### src/rtl/spi_flash_pkg.sv
// ============================================================================
// Module      : spi_flash_pkg
// Description : Shared opcodes, loader FSM state encoding and destination ids
//               for the SPI flash loader.
// Revision    : 1.0 - initial release
// ============================================================================
`default_nettype none

package spi_flash_pkg;

  localparam logic [7:0] OP_READ      = 8'h03;
  localparam logic [7:0] OP_FAST_READ = 8'h0B;
  localparam logic [7:0] OP_WAKE      = 8'hAB;

  localparam int DEST_IMAGE = 0;
  localparam int DEST_TABLE = 1;

  typedef enum logic [2:0] {
    ST_STARTUP   = 3'd0,
    ST_WAKE      = 3'd1,
    ST_WAKE_WAIT = 3'd2,
    ST_IDLE      = 3'd3,
    ST_CMD       = 3'd4,
    ST_DATA      = 3'd5,
    ST_GAP       = 3'd6
  } loader_state_t;

endpackage

`default_nettype wire

### src/rtl/spi_byte_shifter.sv
// ============================================================================
// Module      : spi_byte_shifter
// Description : Mode-0 SPI byte engine with clk/(2*CLK_DIV) SCK; bytes chain
//               back-to-back when the next byte_start arrives with byte_done.
// Revision    : 1.0 - initial release
// ============================================================================
`default_nettype none

module spi_byte_shifter #(
  parameter int CLK_DIV = 2
) (
  input  logic       clk,
  input  logic       rst_l,
  input  logic       i_byte_start,
  input  logic [7:0] i_tx_byte,
  input  logic       i_miso,
  output logic       o_sck,
  output logic       o_mosi,
  output logic       o_byte_done,
  output logic       o_rx_valid,
  output logic [7:0] o_rx_byte
);

  localparam int DIV_W = (CLK_DIV > 1) ? $clog2(CLK_DIV) : 1;

  logic             r_active;
  logic [DIV_W-1:0] r_div;
  logic [3:0]       r_half;
  logic             r_sck;
  logic [7:0]       r_tx;
  logic [7:0]       r_rx;
  logic             r_rx_valid;
  logic             w_tick;
  logic             w_done;
  logic             w_load;

  assign w_tick = r_active && (r_div == DIV_W'(CLK_DIV - 1));
  assign w_done = w_tick && (r_half == 4'd15);
  // A new byte may load on the final falling edge so SCK never pauses
  assign w_load = i_byte_start && (!r_active || w_done);

  always_ff @(posedge clk) begin
    if (!rst_l) begin
      r_active   <= 1'b0;
      r_div      <= '0;
      r_half     <= '0;
      r_sck      <= 1'b0;
      r_tx       <= '0;
      r_rx       <= '0;
      r_rx_valid <= 1'b0;
    end else begin
      r_rx_valid <= 1'b0;
      if (w_load) begin
        r_active <= 1'b1;
        r_div    <= '0;
        r_half   <= '0;
        r_sck    <= 1'b0;
        r_tx     <= i_tx_byte;
      end else if (r_active) begin
        if (w_tick) begin
          r_div  <= '0;
          r_half <= r_half + 4'd1;
          if (!r_half[0]) begin
            r_sck <= 1'b1;
            r_rx  <= {r_rx[6:0], i_miso};
            if (r_half == 4'd14) r_rx_valid <= 1'b1;
          end else begin
            r_sck <= 1'b0;
            r_tx  <= {r_tx[6:0], 1'b0};
            if (r_half == 4'd15) r_active <= 1'b0;
          end
        end else begin
          r_div <= r_div + 1'b1;
        end
      end
    end
  end

  assign o_sck       = r_sck;
  assign o_mosi      = r_tx[7];
  assign o_byte_done = w_done;
  assign o_rx_valid  = r_rx_valid;
  assign o_rx_byte   = r_rx;

endmodule

`default_nettype wire

### src/rtl/spi_flash_loader.sv
// ============================================================================
// Module      : spi_flash_loader
// Description : Wakes the SPI flash, then copies flash regions into a selected
//               on-chip memory on each start request. FAST_READ_EN selects
//               opcode 0x0B with one dummy byte instead of 0x03.
// Revision    : 1.0 - initial release
// ============================================================================
`default_nettype none

module spi_flash_loader
  import spi_flash_pkg::*;
#(
  parameter int CLK_DIV        = 2,
  parameter int ADDR_W         = 16,
  parameter int LEN_W          = 17,
  parameter int NUM_DEST       = 2,
  parameter int STARTUP_CYCLES = 100,
  parameter int WAKE_CYCLES    = 64,
  parameter int CS_HIGH_CYCLES = 4
) (
  input  logic                 clk,
  input  logic                 rst_l,
  input  logic                 start,
  input  logic [23:0]          flash_addr,
  input  logic [ADDR_W-1:0]    dest_addr,
  input  logic [((NUM_DEST > 1) ? $clog2(NUM_DEST) : 1)-1:0] dest_sel,
  input  logic [LEN_W-1:0]     length,
  output logic                 ready,
  output logic                 busy,
  output logic                 done,
  output logic [ADDR_W-1:0]    mem_addr,
  output logic [7:0]           mem_data,
  output logic [NUM_DEST-1:0]  mem_we,
  output logic                 spi_clk,
  output logic                 spi_mosi,
  input  logic                 spi_miso,
  output logic                 spi_cs
);

  localparam int SEL_W   = (NUM_DEST > 1) ? $clog2(NUM_DEST) : 1;
  localparam int CNT_MAX = (STARTUP_CYCLES > WAKE_CYCLES + CS_HIGH_CYCLES) ?
                           STARTUP_CYCLES : WAKE_CYCLES + CS_HIGH_CYCLES;
  localparam int CNT_W   = $clog2(CNT_MAX + 1);
`ifdef FAST_READ_EN
  localparam logic [7:0] c_READ_OP  = OP_FAST_READ;
  localparam logic [2:0] c_LAST_HDR = 3'd4;
`else
  localparam logic [7:0] c_READ_OP  = OP_READ;
  localparam logic [2:0] c_LAST_HDR = 3'd3;
`endif

  loader_state_t       r_state, w_state_next;
  logic [CNT_W-1:0]    r_cnt;
  logic [2:0]          r_hdr_idx;
  logic [LEN_W-1:0]    r_remaining;
  logic [23:0]         r_flash_addr;
  logic [ADDR_W-1:0]   r_cur_addr;
  logic [SEL_W-1:0]    r_dest_sel;
  logic                r_cs;
  logic                r_done;
  logic [NUM_DEST-1:0] r_mem_we;
  logic [ADDR_W-1:0]   r_mem_addr;
  logic [7:0]          r_mem_data;
  logic                w_byte_start;
  logic [7:0]          w_tx;
  logic [7:0]          w_hdr_next;
  logic                w_byte_done;
  logic                w_rx_valid;
  logic [7:0]          w_rx_byte;
  logic [NUM_DEST-1:0] w_we_lane;
  logic                w_accept;

  spi_byte_shifter #(.CLK_DIV(CLK_DIV)) u_shifter (
    .clk          (clk),
    .rst_l        (rst_l),
    .i_byte_start (w_byte_start),
    .i_tx_byte    (w_tx),
    .i_miso       (spi_miso),
    .o_sck        (spi_clk),
    .o_mosi       (spi_mosi),
    .o_byte_done  (w_byte_done),
    .o_rx_valid   (w_rx_valid),
    .o_rx_byte    (w_rx_byte)
  );

  // An out-of-range dest_sel leaves every lane low
  for (genvar g = 0; g < NUM_DEST; g++) begin : g_we_lane
    assign w_we_lane[g] = (32'(r_dest_sel) == g);
  end

  assign w_accept = (r_state == ST_IDLE) && start;

  always_comb begin
    case (r_hdr_idx + 3'd1)
      3'd1:    w_hdr_next = r_flash_addr[23:16];
      3'd2:    w_hdr_next = r_flash_addr[15:8];
      3'd3:    w_hdr_next = r_flash_addr[7:0];
      default: w_hdr_next = 8'h00;
    endcase
  end

  always_ff @(posedge clk) begin
    if (!rst_l) r_state <= ST_STARTUP;
    else        r_state <= w_state_next;
  end

  always_comb begin
    w_state_next = r_state;
    w_byte_start = 1'b0;
    w_tx         = 8'h00;
    case (r_state)
      ST_STARTUP: begin
        if (r_cnt == CNT_W'(STARTUP_CYCLES - 1)) begin
          w_state_next = ST_WAKE;
          w_byte_start = 1'b1;
          w_tx         = OP_WAKE;
        end
      end
      ST_WAKE:
        if (w_byte_done) w_state_next = ST_WAKE_WAIT;
      // Wake wait also covers the chip-select high gap before the first read
      ST_WAKE_WAIT:
        if (r_cnt == CNT_W'(WAKE_CYCLES + CS_HIGH_CYCLES - 1)) w_state_next = ST_IDLE;
      ST_IDLE: begin
        if (start) begin
          if (length == '0) begin
            w_state_next = ST_GAP;
          end else begin
            w_state_next = ST_CMD;
            w_byte_start = 1'b1;
            w_tx         = c_READ_OP;
          end
        end
      end
      ST_CMD: begin
        if (w_byte_done) begin
          w_byte_start = 1'b1;
          if (r_hdr_idx == c_LAST_HDR) w_state_next = ST_DATA;
          else                         w_tx = w_hdr_next;
        end
      end
      ST_DATA: begin
        if (w_byte_done) begin
          if (r_remaining == LEN_W'(1)) w_state_next = ST_GAP;
          else                          w_byte_start = 1'b1;
        end
      end
      ST_GAP:
        if (r_cnt == CNT_W'(CS_HIGH_CYCLES - 1)) w_state_next = ST_IDLE;
      default: w_state_next = ST_STARTUP;
    endcase
  end

  always_ff @(posedge clk) begin
    if (!rst_l) begin
      r_cnt        <= '0;
      r_hdr_idx    <= '0;
      r_remaining  <= '0;
      r_flash_addr <= '0;
      r_cur_addr   <= '0;
      r_dest_sel   <= '0;
      r_cs         <= 1'b1;
      r_done       <= 1'b0;
      r_mem_we     <= '0;
      r_mem_addr   <= '0;
      r_mem_data   <= '0;
    end else begin
      if (w_state_next != r_state) r_cnt <= '0;
      else                         r_cnt <= r_cnt + 1'b1;
      r_cs   <= !(w_state_next inside {ST_WAKE, ST_CMD, ST_DATA});
      r_done <= (r_state == ST_GAP) && (w_state_next == ST_IDLE);

      if (w_accept) begin
        r_flash_addr <= flash_addr;
        r_cur_addr   <= dest_addr;
        r_dest_sel   <= dest_sel;
        r_remaining  <= length;
        r_hdr_idx    <= '0;
        // Zero-length requests leave GAP on the very next edge
        if (length == '0) r_cnt <= CNT_W'(CS_HIGH_CYCLES - 1);
      end
      if (r_state == ST_CMD && w_byte_done) r_hdr_idx <= r_hdr_idx + 3'd1;
      if (r_state == ST_DATA && w_byte_done) r_remaining <= r_remaining - 1'b1;

      if (r_state == ST_DATA && w_rx_valid) begin
        r_mem_we   <= w_we_lane;
        r_mem_addr <= r_cur_addr;
        r_mem_data <= w_rx_byte;
        r_cur_addr <= r_cur_addr + 1'b1;
      end else begin
        r_mem_we   <= '0;
      end
    end
  end

  assign ready    = (r_state == ST_IDLE);
  assign busy     = (r_state inside {ST_CMD, ST_DATA, ST_GAP});
  assign done     = r_done;
  assign mem_we   = r_mem_we;
  assign mem_addr = r_mem_addr;
  assign mem_data = r_mem_data;
  assign spi_cs   = r_cs;

endmodule

`default_nettype wire

### config.mk
export PLATFORM = sky130hd
export DESIGN_NAME = spi_flash_loader
export DESIGN_NICKNAME = d
export VERILOG_FILES = /design/src/rtl/spi_flash_pkg.sv /design/src/rtl/spi_byte_shifter.sv /design/src/rtl/spi_flash_loader.sv
export SDC_FILE = /design/constraint.sdc
export NUM_CORES = 1
export LEC_CHECK = 0
export ABC_CLOCK_PERIOD_IN_PS = 5300
export BUFFER_PORTS_ARGS = -buffer_cell sky130_fd_sc_hd__buf_2
export CORE_ASPECT_RATIO = 0.6
export CORE_UTILIZATION = 28
export CTS_BUF_LIST = sky130_fd_sc_hd__clkbuf_16
export DETAILED_ROUTE_END_ITERATION = 10
export GPL_TIMING_DRIVEN = 0
export HOLD_SLACK_MARGIN = 0.1
export MAX_ROUTING_LAYER = met4
export PLACE_DENSITY = 0.47
export SLEW_MARGIN = 5
export SYNTH_ARGS = -nofsm -noshare
export SYNTH_HDL_FRONTEND = slang
export SYNTH_HIERARCHICAL = 1
export SYNTH_SLANG_ARGS = --single-unit
### constraint.sdc
create_clock -name clk -period 5.3 [get_ports clk]
set_input_delay 0.53 -clock clk [delete_from_list [all_inputs] [get_ports clk]]
set_output_delay 0.53 -clock clk [all_outputs]
set_load 0.02 [all_outputs]
==> results of run 1 <==
-- worst min-delay path by stage --
| stage | from | end | slack, ns | depth (start not counted) |
|---|---|---|---|---|
| final | flash_addr[17] | r_flash_addr[17]$_SDFFE_PN0P_ | 0.35 | 3 |
| after global routing | flash_addr[21] | r_flash_addr[21]$_SDFFE_PN0P_ | 0.34 | 3 |
| after CTS | flash_addr[17] | r_flash_addr[17]$_SDFFE_PN0P_ | 0.34 | 3 |
| after detailed placement | mem_addr[8]$_SDFFE_PN0P_ | mem_addr[8]$_SDFFE_PN0P_ | 0.44 | 2 |
| after global placement | u_shifter/o_rx_byte[2]$_SDFFE_PN0P_ | mem_data[2]$_SDFFE_PN0P_ | 0.44 | 2 |
| after floorplan | r_dest_sel$_SDFFE_PN0P_ | mem_we[0]$_SDFF_PN0_ | 0.42 | 1 |
-- cells by family (layout without fill, tap and decap cells) --
family	after synthesis	in the layout	share of synthesized area, %
adder cells (fa/ha/maj)	11	11	2.45
multiplexers	19	19	3.41
buffers and inverters	67	192	5.28
flip-flops	122	122	43.5
AND/OR/NAND/NOR	275	275	23.7
AO/OA/AOI/OAI	184	184	20.5
XOR/XNOR	8	8	1.25
-- final cells by class --
| type | count | area [um2] | share of cell area (%) |
|---|---|---|---|
| Tap cell | 266 | 333 | 4.70 |
| Clock inverter | 15 | 235 | 3.33 |
| Buffer | 48 | 225 | 3.18 |
| Multi-Input combinational cell | 497 | 2880 | 40.7 |
| Timing Repair Buffer | 93 | 465 | 6.58 |
| Sequential cell | 122 | 2440 | 34.5 |
| Inverter | 19 | 71.3 | 1.01 |
| Clock buffer | 17 | 425 | 6.01 |
-- power by group --
| group | internal (uW) | total (uW) | switching, uW |
|---|---|---|---|
| Combinational | 23.0 | 60.1 | 37.1 |
| Sequential | 919 | 920 | 1.29 |
| Clock | 847 | 1330 | 478 |
| Total | 1790 | 2310 | 517 |
-- worst min-delay path: cells and delay by family --
kind	cells	cell delay, ns
compound gates	1	0.05
buf+inv	1	0.09
simple gates	1	0.05
-- per-stage QoR --
stage	hold WS [ns]	utilization, %	power [uW]
3_3_place_gp	0.442	33.2	1000
3_5_place_dp	0.443	33.2	1000
5_1_grt	0.340	36.6	2370
6_report	0.345	36.6	2310
4_1_cts	0.336	36.6	2320
2_1_floorplan	0.416	-	960
-- metal layers --
layer | up-vias | track usage (%) | part of all wire (%)
met3 | 11 | 4.68 | 6.9
met4 | 0 | 4.02 | 0.68
met5 | - | - | 0
met2 | 184 | 22.1 | 36
li1 | 2705 | - | -
met1 | 2545 | 29.4 | 56
-- cells in the mapped netlist, drive strengths merged (8+ instances only) --
master    n
nand4    10
nor3     17
buf      19
and3      8
nand3    20
clkbuf   29
nand2   132
nor2     44
a21oi    83
a31oi    11
o21ai    29
a211oi   19
nor4     12
dfxtp   122
ha       11
a222oi    9
mux2i    18
inv      18
-- flip-flops by register name, indices dropped and copies added (netlist names), 2 cells and up --
register             cells
r_flash_addr            24
r_remaining             17
mem_addr                16
r_cur_addr              16
mem_data                 8
u_shifter/o_rx_byte      8
u_shifter/r_tx           8
r_cnt                    7
u_shifter/r_half         4
r_hdr_idx                3
r_state                  3
mem_we                   2
==> impl_metrics.sql, run 1 <==
INSERT INTO impl_metrics (metric_group, metric, value, unit) VALUES
('status', 'outcome', 'complete, no violations', ''),
('clock_network', 'clock_tree.htree_level_count', '4', ''),
('global_route', 'antenna_violations_before_repair', '0', ''),
('route', 'via_count', '5445', ''),
('setup_path', 'cp_top_family', 'buffers and inverters', ''),
('clock_network', 'post_cts_setup_inserts', '0', ''),
('clock_network', 'num_cts_buffers', '17', ''),
('sta', 'sum_of_negative_setup_slack', '0', 'ns'),
('setup_path', 'worst_setup_path_startpoint', 'u_shifter/r_active$_SDFF_PN0_', ''),
('finish', 'finalNonFillerCells', '1077', ''),
('finish', 'final_cell_mix', '132 x nand2_1, 122 x dfxtp_1, 102 x buf_2', ''),
('global_route', 'grt_start_max_net_pins', '17', ''),
('route', 'detail_route.drc_violations', '0', ''),
('global_route', 'vias_in_the_first_global_route', '5013', ''),
('global_route', 'grt_overflow', '0', ''),
('clock_network', 'cts_tree', 'built', ''),
('setup_path', 'critPathArrivalTime', '3.65', 'ns'),
('yosys', 'synth-main-ff-cell', 'dfxtp_1', ''),
('yosys', 'synth.top_cell.area_share', '43.5', '%'),
('power_and_ir_drop', 'power.ir.vdd_worst', '245', 'uV'),
('setup_path', 'cp-start-kind', 'register', ''),
('setup_path', 'crit_slowest_cell', 'a21oi_1', ''),
('finish', 'antennaDiodeCount', '0', ''),
('route', 'drtPass1Iterations', '8', ''),
('setup_path', 'cp.buffers_inverters', '4', ''),
('global_route', 'global_route_wire_length_before_repair', '28400', 'um'),
('yosys', 'syn_area', '5620', 'um2'),
('setup_path', 'capturing_element_type_of_the_critical_path', 'register', ''),
('floorplanning', 'initial_core_util', '29.1', '%'),
('clock_network', 'cts.reportedPaths.clkPinSlew', '0.06', 'ns'),
('route', 'detail_route.iter0.violations', '487', ''),
('sta', 'rsz0062_at_grt', 'no', ''),
('route', 'wl', '18000', 'um'),
('yosys', 'syn_avg_cell_area', '8.19', 'um2'),
('yosys', 'number_of_cells_produced_by_synthesis', '686', ''),
('route', 'ant_nets', '0', ''),
('setup_path', 'timing.setup.critical_path_class', 'reg -> reg', ''),
('yosys', 'ys_ff_latch', '122', ''),
('floorplanning', 'placeableCoreArea', '19300', 'um2'),
('clock_network', 'cts_sinks', '122', ''),
('sta', 'setup_viol', '0', ''),
('finish', 'areaGrowthSynthToFinish', '26.0', '%'),
('placed_design', 'detailed_place_hpwl', '13300', 'um'),
('floorplanning', 'rows', '39', ''),
('floorplanning', 'io_pins', '94', ''),
('setup_path', 'crit_cells', '10', ''),
('placed_design', 'setup_slack_placement', '2.14', 'ns'),
('finish', 'design.final.nets', '871', ''),
('route', 'wire_per_inst', '16.7', 'um'),
('global_route', 'grtUsageTotal', '18.5', '%'),
('hold_path', 'hold_path_class', 'in -> reg', ''),
('sta', 'finalCritPeriodShare', '62.5', '%'),
('flow_run', 'timing.max_cap.violations', '0', ''),
('clock_network', 'cts.root.buffer_cell', 'clkbuf_16', ''),
('sta', 'max_clock_freq', '0.302', 'GHz'),
('setup_path', 'cp_required', '5.64', 'ns'),
('sta', 'finalHoldViolations', '0', ''),
('setup_path', 'regToRegSetupSlack', '1.99', 'ns'),
('sta', 'tightestPinTransition', '0.803', 'ns'),
('clock_network', 'post_cts_resized', '0', ''),
('sta', 'relSlewSlack', '46.4', '%'),
('placed_design', 'detailed_place.area', '6410', 'um2'),
('power_and_ir_drop', 'p_per_area', '326', 'nW/um2'),
('sta', 'timing_max_transition_violations_final', '0', ''),
('yosys', 'ys_seq_area_share', '43.5', '%'),
('setup_path', 'timing.reg2reg.worst_path_depth', '10', ''),
('setup_path', 'worstPathCellList', 'buf_4 -> clkbuf_1 -> and3_2 -> and4b_1 -> clkbuf_1 -> nand2_1 -> nand3_1 -> clkinv_1 -> a21oi_1 -> mux2i_1', ''),
('yosys', 'synth.distinct_cells', '65', ''),
('yosys', 'yosysWarningCount', '6', ''),
('route', 'route.detailed.vias_per_inst', '5.06', ''),
('yosys', 'yosysTopAreaCell', 'dfxtp_1', '');
(Power assumes the default switching activity.)
==> inputs of run 2 (changes only) <==
Settings changed: ABC_CLOCK_PERIOD_IN_PS 5300 to 3400.
Clock period 5.3 ns to 3.4 ns, I/O delays scaled along.
==> impl_metrics.sql, run 2 (synthesis results as in run 1) <==
INSERT INTO impl_metrics (metric_group, metric, value, unit) VALUES
('route', 'via_count', '5433', ''),
('setup_path', 'capturing_element_type_of_the_critical_path', 'register', ''),
('placed_design', 'detailed_place_hpwl', '13300', 'um'),
('finish', 'share_of_final_layout_standard_cells_stronger_than_drive_strength_1', '18.7', '%'),
('global_route', 'antenna_violations_before_repair', '0', ''),
('clock_network', 'cts_sinks', '122', ''),
('power_and_ir_drop', 'power.clock.fraction', '57.5', '%'),
('finish', 'largest_register_ffs', '24', ''),
('clock_network', 'clk-insertion-delay-late', '0.42', 'ns'),
('route', 'wire_per_inst', '16.6', 'um'),
('route', 'detail_route.iter0.violations', '482', ''),
('sta', 'timing.final.ws_setup', '0.279', 'ns'),
('setup_path', 'most_frequent_cell_on_critical_path', 'clkbuf_1', ''),
('placed_design', 'numPlacedInstances', '1045', ''),
('power_and_ir_drop', 'internal-power', '2790', 'uW'),
('placed_design', 'finalWeightedCongestion', '0.870', ''),
('finish', 'design.final.nets', '871', ''),
('global_route', 'global_route_wire_length_before_repair', '28400', 'um'),
('route', 'ant_nets', '0', ''),
('sta', 'setup_viol', '0', ''),
('hold_path', 'hold_path_class', 'in -> reg', ''),
('hold_path', 'holdPathStages', '3', ''),
('power_and_ir_drop', 'proportion_of_total_power_due_to_net_switching', '22.4', '%'),
('finish', 'finalNonFillerCells', '1077', ''),
('setup_path', 'timing.setup.critical_path_class', 'reg -> reg', ''),
('power_and_ir_drop', 'combinationalPowerShare', '2.6', '%'),
('placed_design', 'numPortBuffers', '93', ''),
('sta', 'tightestPinTransition', '0.798', 'ns'),
('sta', 'sum_of_negative_setup_slack', '0', 'ns'),
('setup_path', 'timing.reg2reg.worst_path_depth', '10', ''),
('setup_path', 'r2r-end', 'u_shifter/r_tx[0]$_SDFFE_PN0P_', ''),
('power_and_ir_drop', 'power_leakage', '0.00276', 'uW'),
('route', 'wl', '17900', 'um'),
('setup_path', 'cp_top_family', 'buffers and inverters', ''),
('floorplanning', 'initial_core_util', '29.1', '%'),
('status', 'outcome', 'complete, no violations', ''),
('sta', 'max_clock_freq', '0.320', 'GHz'),
('setup_path', 'cp-start-kind', 'register', ''),
('setup_path', 'cp_required', '3.74', 'ns'),
('sta', 'rsz0062_at_grt', 'no', ''),
('global_route', 'grtUsageTotal', '18.5', '%'),
('finish', 'num-fill-cells', '2096', ''),
('floorplanning', 'rows', '39', ''),
('clock_network', 'cts.reportedPaths.clkPinSlew', '0.06', 'ns'),
('floorplanning', 'die_width', '185', 'um'),
('setup_path', 'cp.buffers_inverters', '4', ''),
('power_and_ir_drop', 'seq_power_share', '39.9', '%'),
('sta', 'relSlewSlack', '46.8', '%'),
('hold_path', 'hold_start', 'flash_addr[17]', ''),
('global_route', 'vias_in_the_first_global_route', '5013', ''),
('sta', 'finalCritPeriodShare', '91.8', '%'),
('hold_path', 'holdPathEnd', 'r_flash_addr[17]$_SDFFE_PN0P_', ''),
('finish', 'mostFrequentLayoutCell', 'nand2_1', ''),
('sta', 'finClkSkew', '0.0102', 'ns'),
('sta', 'finalHoldViolations', '0', ''),
('clock_network', 'cts_tree', 'built', ''),
('route', 'drtPass1Iterations', '7', ''),
('floorplanning', 'io_pins', '94', ''),
('clock_network', 'num_cts_buffers', '17', ''),
('finish', 'areaGrowthSynthToFinish', '26.0', '%'),
('setup_path', 'regToRegSetupSlack', '0.28', 'ns'),
('clock_network', 'clock_tree.htree_level_count', '4', ''),
('finish', 'largest_registers', 'r_flash_addr x24, r_remaining x17', ''),
('setup_path', 'worstPathCellList', 'buf_4 -> clkbuf_1 -> and3_2 -> and4b_1 -> clkbuf_1 -> nand2_1 -> nand3_1 -> clkinv_1 -> a21oi_2 -> mux2i_1', ''),
('power_and_ir_drop', 'power.switching', '806', 'uW'),
('floorplanning', 'die_height', '112', 'um'),
('flow_run', 'timing.max_cap.violations', '0', ''),
('sta', 'clock_period_minus_final_worst_setup_slack', '3.12', 'ns'),
('setup_path', 'critPathMaxFanout', '10', ''),
('global_route', 'grt_start_max_net_pins', '17', ''),
('finish', 'final_cell_mix', '132 x nand2_1, 122 x dfxtp_1, 102 x buf_2', ''),
('sta', 'timing_max_transition_violations_final', '0', ''),
('setup_path', 'crit_slowest_cell', 'clkbuf_1', ''),
('setup_path', 'r2r_start', 'u_shifter/r_active$_SDFF_PN0_', ''),
('floorplanning', 'die_footprint', '20600', 'um2'),
('placed_design', 'setup_slack_placement', '0.239', 'ns'),
('route', 'route.detailed.vias_per_inst', '5.04', ''),
('clock_network', 'clk_path_buf_depth', '2', ''),
('finish', 'largest-register', 'r_flash_addr', ''),
('power_and_ir_drop', 'p_per_area', '508', 'nW/um2'),
('global_route', 'grt_overflow', '0', ''),
('setup_path', 'critPathArrivalTime', '3.46', 'ns'),
('floorplanning', 'placeableCoreArea', '19300', 'um2'),
('setup_path', 'cpPeakStageDelay', '0.41', 'ns'),
('finish', 'antennaDiodeCount', '0', ''),
('placed_design', 'detailed_place.area', '6410', 'um2'),
('route', 'detail_route.drc_violations', '0', ''),
('finish', 'post-route-cell-area', '7080', 'um2'),
('clock_network', 'cts.root.buffer_cell', 'clkbuf_16', ''),
('power_and_ir_drop', 'power.ir.vdd_worst', '383', 'uV');
run 2: cell count changes in the layout (fill, tap and decap cells not counted):
cell,before,now
a21oi_2,0,1
a21oi_1,83,82
run 2: area by class of cell:
cell class / count / area, um2 / share of cell area [%]
clock buffer: 17 / 425 / 6.01
tap: 266 / 333 / 4.70
sequential: 122 / 2440 / 34.5
buffer: 48 / 225 / 3.18
timing repair buffer: 93 / 465 / 6.58
clock inverter: 15 / 235 / 3.32
multi-input combinational: 497 / 2880 / 40.7
inverter: 19 / 71.3 / 1.01
run 2: per-layer routing:
metal | track usage (%) | wire length [um] | part of all wire, % | up-vias
li1 | - | - | - | 2705
met1 | 29.4 | 9950 | 55 | 2532
met2 | 22.1 | 6540 | 36 | 187
met3 | 4.68 | 1330 | 7.4 | 9
met4 | 4.02 | 110 | 0.61 | 0
met5 | - | 0 | 0 | -
run 2: worst max-delay path by stage:
stage | start | endpoint | cells after the start
after floorplan | r_cnt[0]$_SDFF_PN0_ | u_shifter/r_tx[0]$_SDFFE_PN0P_ | 8
after CTS | u_shifter/r_active$_SDFF_PN0_ | u_shifter/r_tx[0]$_SDFFE_PN0P_ | 10
after global routing | u_shifter/r_active$_SDFF_PN0_ | u_shifter/r_tx[0]$_SDFFE_PN0P_ | 10
final | u_shifter/r_active$_SDFF_PN0_ | u_shifter/r_tx[0]$_SDFFE_PN0P_ | 10
after detailed placement | u_shifter/r_active$_SDFF_PN0_ | u_shifter/r_tx[0]$_SDFFE_PN0P_ | 10
after global placement | u_shifter/r_active$_SDFF_PN0_ | u_shifter/r_tx[0]$_SDFFE_PN0P_ | 10
run 2: metrics by stage:
stage	util, %	hold slack (ns)	power [uW]
after floorplan	-	0.416	1500
after global routing	36.6	0.150	3700
after detailed placement	33.2	0.443	1560
after global placement	33.2	0.442	1560
final	36.6	0.155	3590
after CTS	36.6	0.146	3620
run 2: power groups by stage:
stage	combinational, uW	clock [uW]	sequential [uW]
global placement	94.6	0	1470
detailed placement	93.8	0	1470
CTS	94.4	2090	1430
floorplan	30.6	0	1470
finish	93.7	2070	1430
global route	103	2160	1430
run 2: repair_timing:
action	CTS	global route
endpoints found under the hold margin	0	0
resized for setup	0	1
buffers inserted	0	0
endpoints found under the setup margin	0	1
hold buffers	0	0
run 2: worst min-delay path, stage by stage:
cell,delay (ns)
buf_2,0.09
nand2_1,0.05
a21oi_1,0.05
